$ cat config.mk
export PLATFORM = sky130hd
export DESIGN_NAME = pll_lock_ctrl
export DESIGN_NICKNAME = d
export VERILOG_FILES = /design/src/rtl/pll_lock_ctrl.sv
export SDC_FILE = /design/constraint.sdc
export NUM_CORES = 1
export LEC_CHECK = 0
export BUFFER_PORTS_ARGS = -buffer_cell sky130_fd_sc_hd__clkbuf_2
export CAP_MARGIN = 25
export CORE_AREA = 2 2 91 93
export DETAILED_ROUTE_END_ITERATION = 12
export DIE_AREA = 0 0 93 95
export GPL_ROUTABILITY_DRIVEN = 0
export REMOVE_ABC_BUFFERS = 1
export SETUP_SLACK_MARGIN = 0.02
export SYNTH_ARGS = -nofsm -noshare
export SYNTH_HDL_FRONTEND = slang
export SYNTH_SLANG_ARGS = --single-unit
$ cat constraint.sdc
create_clock -name refclk -period 6.4 [get_ports refclk]
set_input_delay 1.28 -clock refclk [delete_from_list [all_inputs] [get_ports refclk]]
set_output_delay 1.28 -clock refclk [all_outputs]
set_load 0.01 [all_outputs]
$ cat src/rtl/pll_lock_ctrl.sv
// PLL reset/lock sequencer on refclk: pulses pll_rst, qualifies extlock, releases sys_rst after stable lock.
// Optional retry limit (FAULT state) enabled by defining PLL_RETRY_LIMIT_EN.
module pll_lock_ctrl #(
  parameter int RST_CYCLES   = 24,
  parameter int LOCK_STABLE  = 240,
  parameter int LOCK_TIMEOUT = 24000,
  parameter int LOSS_FILTER  = 4,
  parameter int SYSRST_DELAY = 16,
  parameter int MAX_RETRY    = 3
) (
  input  logic       refclk,
  input  logic       reset,
  input  logic       extlock,
  input  logic       relock_req,
  output logic       pll_rst,
  output logic       sys_rst,
  output logic       locked,
  output logic [1:0] state,
  output logic [3:0] retry_cnt,
  output logic       pll_fault
);

  typedef enum logic [1:0] {
    RST_HOLD  = 2'd0,
    WAIT_LOCK = 2'd1,
    LOCKED    = 2'd2,
    FAULT     = 2'd3
  } state_e;

`ifdef PLL_RETRY_LIMIT_EN
  localparam bit LIMIT_EN = 1'b1;
`else
  localparam bit LIMIT_EN = 1'b0;
`endif

  localparam logic [15:0] RST_LAST  = 16'(RST_CYCLES - 1);
  localparam logic [15:0] STABLE_N  = 16'(LOCK_STABLE);
  localparam logic [15:0] TIMEOUT_N = 16'(LOCK_TIMEOUT);
  localparam logic [15:0] LOSS_N    = 16'(LOSS_FILTER);
  localparam logic [15:0] SYSDLY_N  = 16'(SYSRST_DELAY);
  localparam logic [3:0]  RETRY_MAX = 4'(MAX_RETRY);

  state_e      state_q, state_d;
  logic [15:0] cnt_q, cnt_d;   // hold count / timeout count / sys_rst delay, by state
  logic [15:0] run_q, run_d;   // stable-lock run in WAIT_LOCK, loss run in LOCKED
  logic [3:0]  retry_q, retry_d, retry_inc;
  logic        sync1_q, sync2_q, lock_s;
  logic        pll_rst_q, sys_rst_q, locked_q;

  always_ff @(posedge refclk or posedge reset) begin
    if (reset) begin
      sync1_q <= 1'b0;
      sync2_q <= 1'b0;
    end else begin
      sync1_q <= extlock;
      sync2_q <= sync1_q;
    end
  end

  assign lock_s    = sync2_q;
  assign retry_inc = (retry_q == 4'hF) ? retry_q : retry_q + 4'd1;

  always_comb begin
    state_d = state_q;
    cnt_d   = cnt_q;
    run_d   = run_q;
    retry_d = retry_q;
    case (state_q)
      RST_HOLD: begin
        if (cnt_q == RST_LAST) begin
          state_d = WAIT_LOCK;
          cnt_d   = '0;
          run_d   = '0;
        end else begin
          cnt_d = cnt_q + 16'd1;
        end
      end
      WAIT_LOCK: begin
        cnt_d = cnt_q + 16'd1;
        run_d = lock_s ? run_q + 16'd1 : '0;
        // relock beats lock completion, which beats timeout
        if (relock_req) begin
          state_d = RST_HOLD;
          cnt_d   = '0;
          run_d   = '0;
        end else if (run_d == STABLE_N) begin
          state_d = LOCKED;
          retry_d = '0;
          cnt_d   = '0;
          run_d   = '0;
        end else if (cnt_d == TIMEOUT_N) begin
          retry_d = retry_inc;
          state_d = (LIMIT_EN && retry_inc == RETRY_MAX) ? FAULT : RST_HOLD;
          cnt_d   = '0;
          run_d   = '0;
        end
      end
      LOCKED: begin
        cnt_d = (cnt_q == SYSDLY_N) ? cnt_q : cnt_q + 16'd1;
        run_d = lock_s ? '0 : run_q + 16'd1;
        if (relock_req || run_d == LOSS_N) begin
          state_d = RST_HOLD;
          cnt_d   = '0;
          run_d   = '0;
        end
      end
      default: begin
        if (relock_req) begin
          state_d = RST_HOLD;
          retry_d = '0;
          cnt_d   = '0;
          run_d   = '0;
        end
      end
    endcase
  end

  always_ff @(posedge refclk or posedge reset) begin
    if (reset) begin
      state_q   <= RST_HOLD;
      cnt_q     <= '0;
      run_q     <= '0;
      retry_q   <= '0;
      pll_rst_q <= 1'b1;
      sys_rst_q <= 1'b1;
      locked_q  <= 1'b0;
    end else begin
      state_q   <= state_d;
      cnt_q     <= cnt_d;
      run_q     <= run_d;
      retry_q   <= retry_d;
      // outputs decoded from next state so they move on the same edge as state
      pll_rst_q <= (state_d == RST_HOLD) || (state_d == FAULT);
      sys_rst_q <= !((state_d == LOCKED) && (cnt_d >= SYSDLY_N));
      locked_q  <= (state_d == LOCKED);
    end
  end

`ifdef PLL_RETRY_LIMIT_EN
  logic fault_q;
  always_ff @(posedge refclk or posedge reset) begin
    if (reset) fault_q <= 1'b0;
    else       fault_q <= (state_d == FAULT);
  end
  assign pll_fault = fault_q;
`else
  assign pll_fault = 1'b0;
`endif

  assign pll_rst   = pll_rst_q;
  assign sys_rst   = sys_rst_q;
  assign locked    = locked_q;
  assign state     = state_q;
  assign retry_cnt = retry_q;

endmodule

==> flow_metrics.py <==
metrics = {
    "drt": {
        "avgViaCountPerCell": 6.01,
        "wl_um": 7370,
        "via_count": 2799,
        "wire_per_inst_um": 15.8,
        "dr.pass1.iters": 5,
        "postRouteAntennaNets": 0,
        "drt_iter0_markers": 295,
        "drcViolationCount": 0,
    },
    "floorplan": {
        "die_w_um": 93,
        "design.die.area_mm2": 0.00884,
        "floorplan.initialDensity_pct": 39.4,
        "rows": 33,
        "die_h_um": 95,
        "num_io_pins": 14,
        "core_mm2": 0.00793,
    },
    "logic_synthesis": {
        "synth-seq-cells": 43,
        "synthesis.area_mm2": 0.00313,
        "synth_edf_count": 0,
        "synth_cell_types": 67,
        "yosysTopAreaCellShare_pct": 32.8,
        "yosysWarnings": 0,
        "syn_avg_cell_area_um2": 8.61,
        "synthTopCellsByCount": "dfrtp_1 (41), nand2_1 (40), nor2_1 (31), a31oi_1 (21), inv_1 (15)",
        "yosysMostFrequentCell": "dfrtp_1",
        "synth_area_leader_cell": "dfrtp_1",
        "postSynthCellCount": 363,
        "synth-main-ff-cell": "dfrtp_1",
        "yosysSeqAreaShare_pct": 34.5,
        "netlist_top_cells_area": "dfrtp_1 (33%), nand2_1 (4.8%), a31oi_1 (4.2%)",
        "async_flop_share_pct": 100,
    },
    "finish": {
        "area_growth_pct": 7.37,
        "fin_cells": 466,
        "finalCoreUtilization_pct": 42.3,
        "nets": 373,
        "diodes": 0,
        "fin_area_mm2": 0.00336,
        "drive_above_1_share_pct": 13.0,
    },
    "power_and_ir_drop": {
        "ir_drop_v": 0.000145,
        "seqPwrFrac_pct": 42.6,
        "combPwrFrac_pct": 29.3,
        "p_sw_share_pct": 35.5,
        "power.switching_mw": 0.285,
        "leakage_nw": 1.30,
        "clkPwrFrac_pct": 28.1,
        "power_density_mw_per_mm2": 240,
        "finalPower_mw": 0.805,
        "p_int_mw": 0.519,
    },
    "clocking": {
        "postCtsResizedCells": 0,
        "post-cts-setup-buffers": 0,
        "clock-sinks": 43,
        "cts_tree": "done",
        "root_buffer": "clkbuf_8",
        "cts-buffers-inserted": 5,
        "clock_latency_ps": 310,
        "h-tree-depth": 2,
        "holdBufCountCts": 0,
        "clockBufferDepth": 2,
        "cts.clk_slew.worst_paths_ps": 90,
    },
    "timing": {
        "setup_ws_ps": 2770,
        "tns_ps": 0,
        "rsz0062_at_grt": "no",
        "fmax_mhz": 276,
        "timing.final.crit_share_pct": 56.7,
        "hold_viol_final": 0,
        "finalClockSkew_ps": 19.8,
        "worst_slew_pin_slew_ps": 917,
        "whs_ps": 354,
        "fin_crit_ps": 3630,
        "slew_violations": 0,
        "slew-limit-headroom_pct": 38.7,
        "setup_violations": 0,
    },
    "worst_setup_path": {
        "cp.arrival_ps": 3850,
        "crit_type": "flip-flop to flip-flop",
        "required_ps": 6620,
        "worst-r2r-setup-slack_ps": 2770,
        "r2r_end": "sys_rst",
        "startpoint_type": "flip-flop",
        "reg2reg_from": "cnt_q[1]",
        "reg2reg_depth": 13,
        "end_kind": "flip-flop",
        "cp_max_fo": 7,
    },
    "place": {
        "hpwl_um": 5260,
        "numPortBuffers": 12,
        "place_area_mm2": 0.00320,
        "dp_cells": 456,
        "place_ws_ps": 2520,
    },
    "global_route": {
        "met2_usage_pct": 27.7,
        "grt_max_degree": 44,
        "top_usage_layer": "met2",
        "grt.overflow.total": 0,
        "grt.total_usage_pct": 17.8,
        "met3_usage_pct": 2.79,
        "grt_pass1_wl_um": 12400,
        "use_met1_pct": 25.4,
        "antenna_found_initial": 0,
        "grt_pass1_vias": 2522,
    },
    "hold_path": {
        "hold_depth": 0,
        "hp-class": "flip-flop to flip-flop",
        "hold_start": "sync1_q",
        "min_to": "lock_s",
    },
    "outcome": {
        "status": "finished, final reports clean",
    },
    "job": {
        "maxCapViolCount": 0,
    },
}
worst max path at each step:
| stage | startpoint | to | slack, ps | cells after the start |
|---|---|---|---|---|
| 2_1_floorplan | relock_req | run_q[5] | 2930 | 6 |
| 3_3_place_gp | relock_req | run_q[5] | 2620 | 7 |
| 3_5_place_dp | relock_req | run_q[5] | 2520 | 7 |
| 4_1_cts | cnt_q[5] | run_q[5] | 2650 | 8 |
| 5_1_grt | cnt_q[1] | sys_rst | 2490 | 13 |
| 6_report | cnt_q[1] | sys_rst | 2770 | 13 |
power groups by stage:
stage / registers, mW / logic [mW] / clock network [mW]
after floorplan: 0.341 / 0.172 / 0
after detailed placement: 0.348 / 0.234 / 0
after global placement: 0.346 / 0.232 / 0
final: 0.343 / 0.236 / 0.226
after global routing: 0.352 / 0.266 / 0.244
after CTS: 0.343 / 0.235 / 0.230
routing by layer:
| layer | wire length, µm | vias to the layer above |
|---|---|---|
| met5 | 0 | - |
| met4 | 114 | 0 |
| met3 | 403 | 11 |
| met2 | 3330 | 88 |
| met1 | 3520 | 1350 |
| li1 | - | 1350 |
critical path: stages, from the launching register on:
cell      delay, ps
dfrtp_1         400
ha_1            300
nand4_2         230
or4_1           600
a221oi_2        250
nand3_1         210
or2_1           360
a211oi_1        270
nor2_1           90
o22ai_1         170
ha_1            280
inv_1            60
a311oi_1        250
a221oi_2         60
flip-flops by register name, indices dropped and copies added, names as in the netlist:
name and flops:
locked 1, sync1_q 1, sys_rst 1, state 2, cnt_q 16, retry_cnt 4, lock_s 1, pll_rst 1
run_q 16
cell type report:
cell class	count	area, µm²
tap	105	131
clock inverter	2	35.0
sequential	43	1080
multi-input combinational	280	1870
inverter	15	56.3
clock buffer	6	82.6
timing repair buffer	15	103
fill	821	4570
kinds of logic (layout without fill, tap and decap cells):
logic type      after synthesis  after routing  synth area share [%]
simple gates                156            156                  26.2
buf+inv                      40             38                  5.88
xor+xnor                     11             11                  3.08
fa+ha+maj                     9              9                  3.60
flops                        43             43                  34.5
compound gates               96             96                  24.2
mux                           7              7                  2.36
other cells                   1              1                 0.120
placed cells by master (no fill, tap or decap), types with 5 or more instances in the layout:
master / instances
nand4_1: 9
o21ai_0: 11
nor2_1: 31
nor2b_1: 5
a41oi_1: 7
a31oi_1: 21
inv_1: 14
a22o_1: 5
ha_1: 9
and3_1: 6
a21oi_1: 12
nand3_1: 14
nand2b_1: 7
clkbuf_2: 12
clkbuf_8: 6
nor3_1: 12
dfrtp_1: 41
nand2_1: 40
xnor2_1: 7
(Power assumes the default switching activity.)
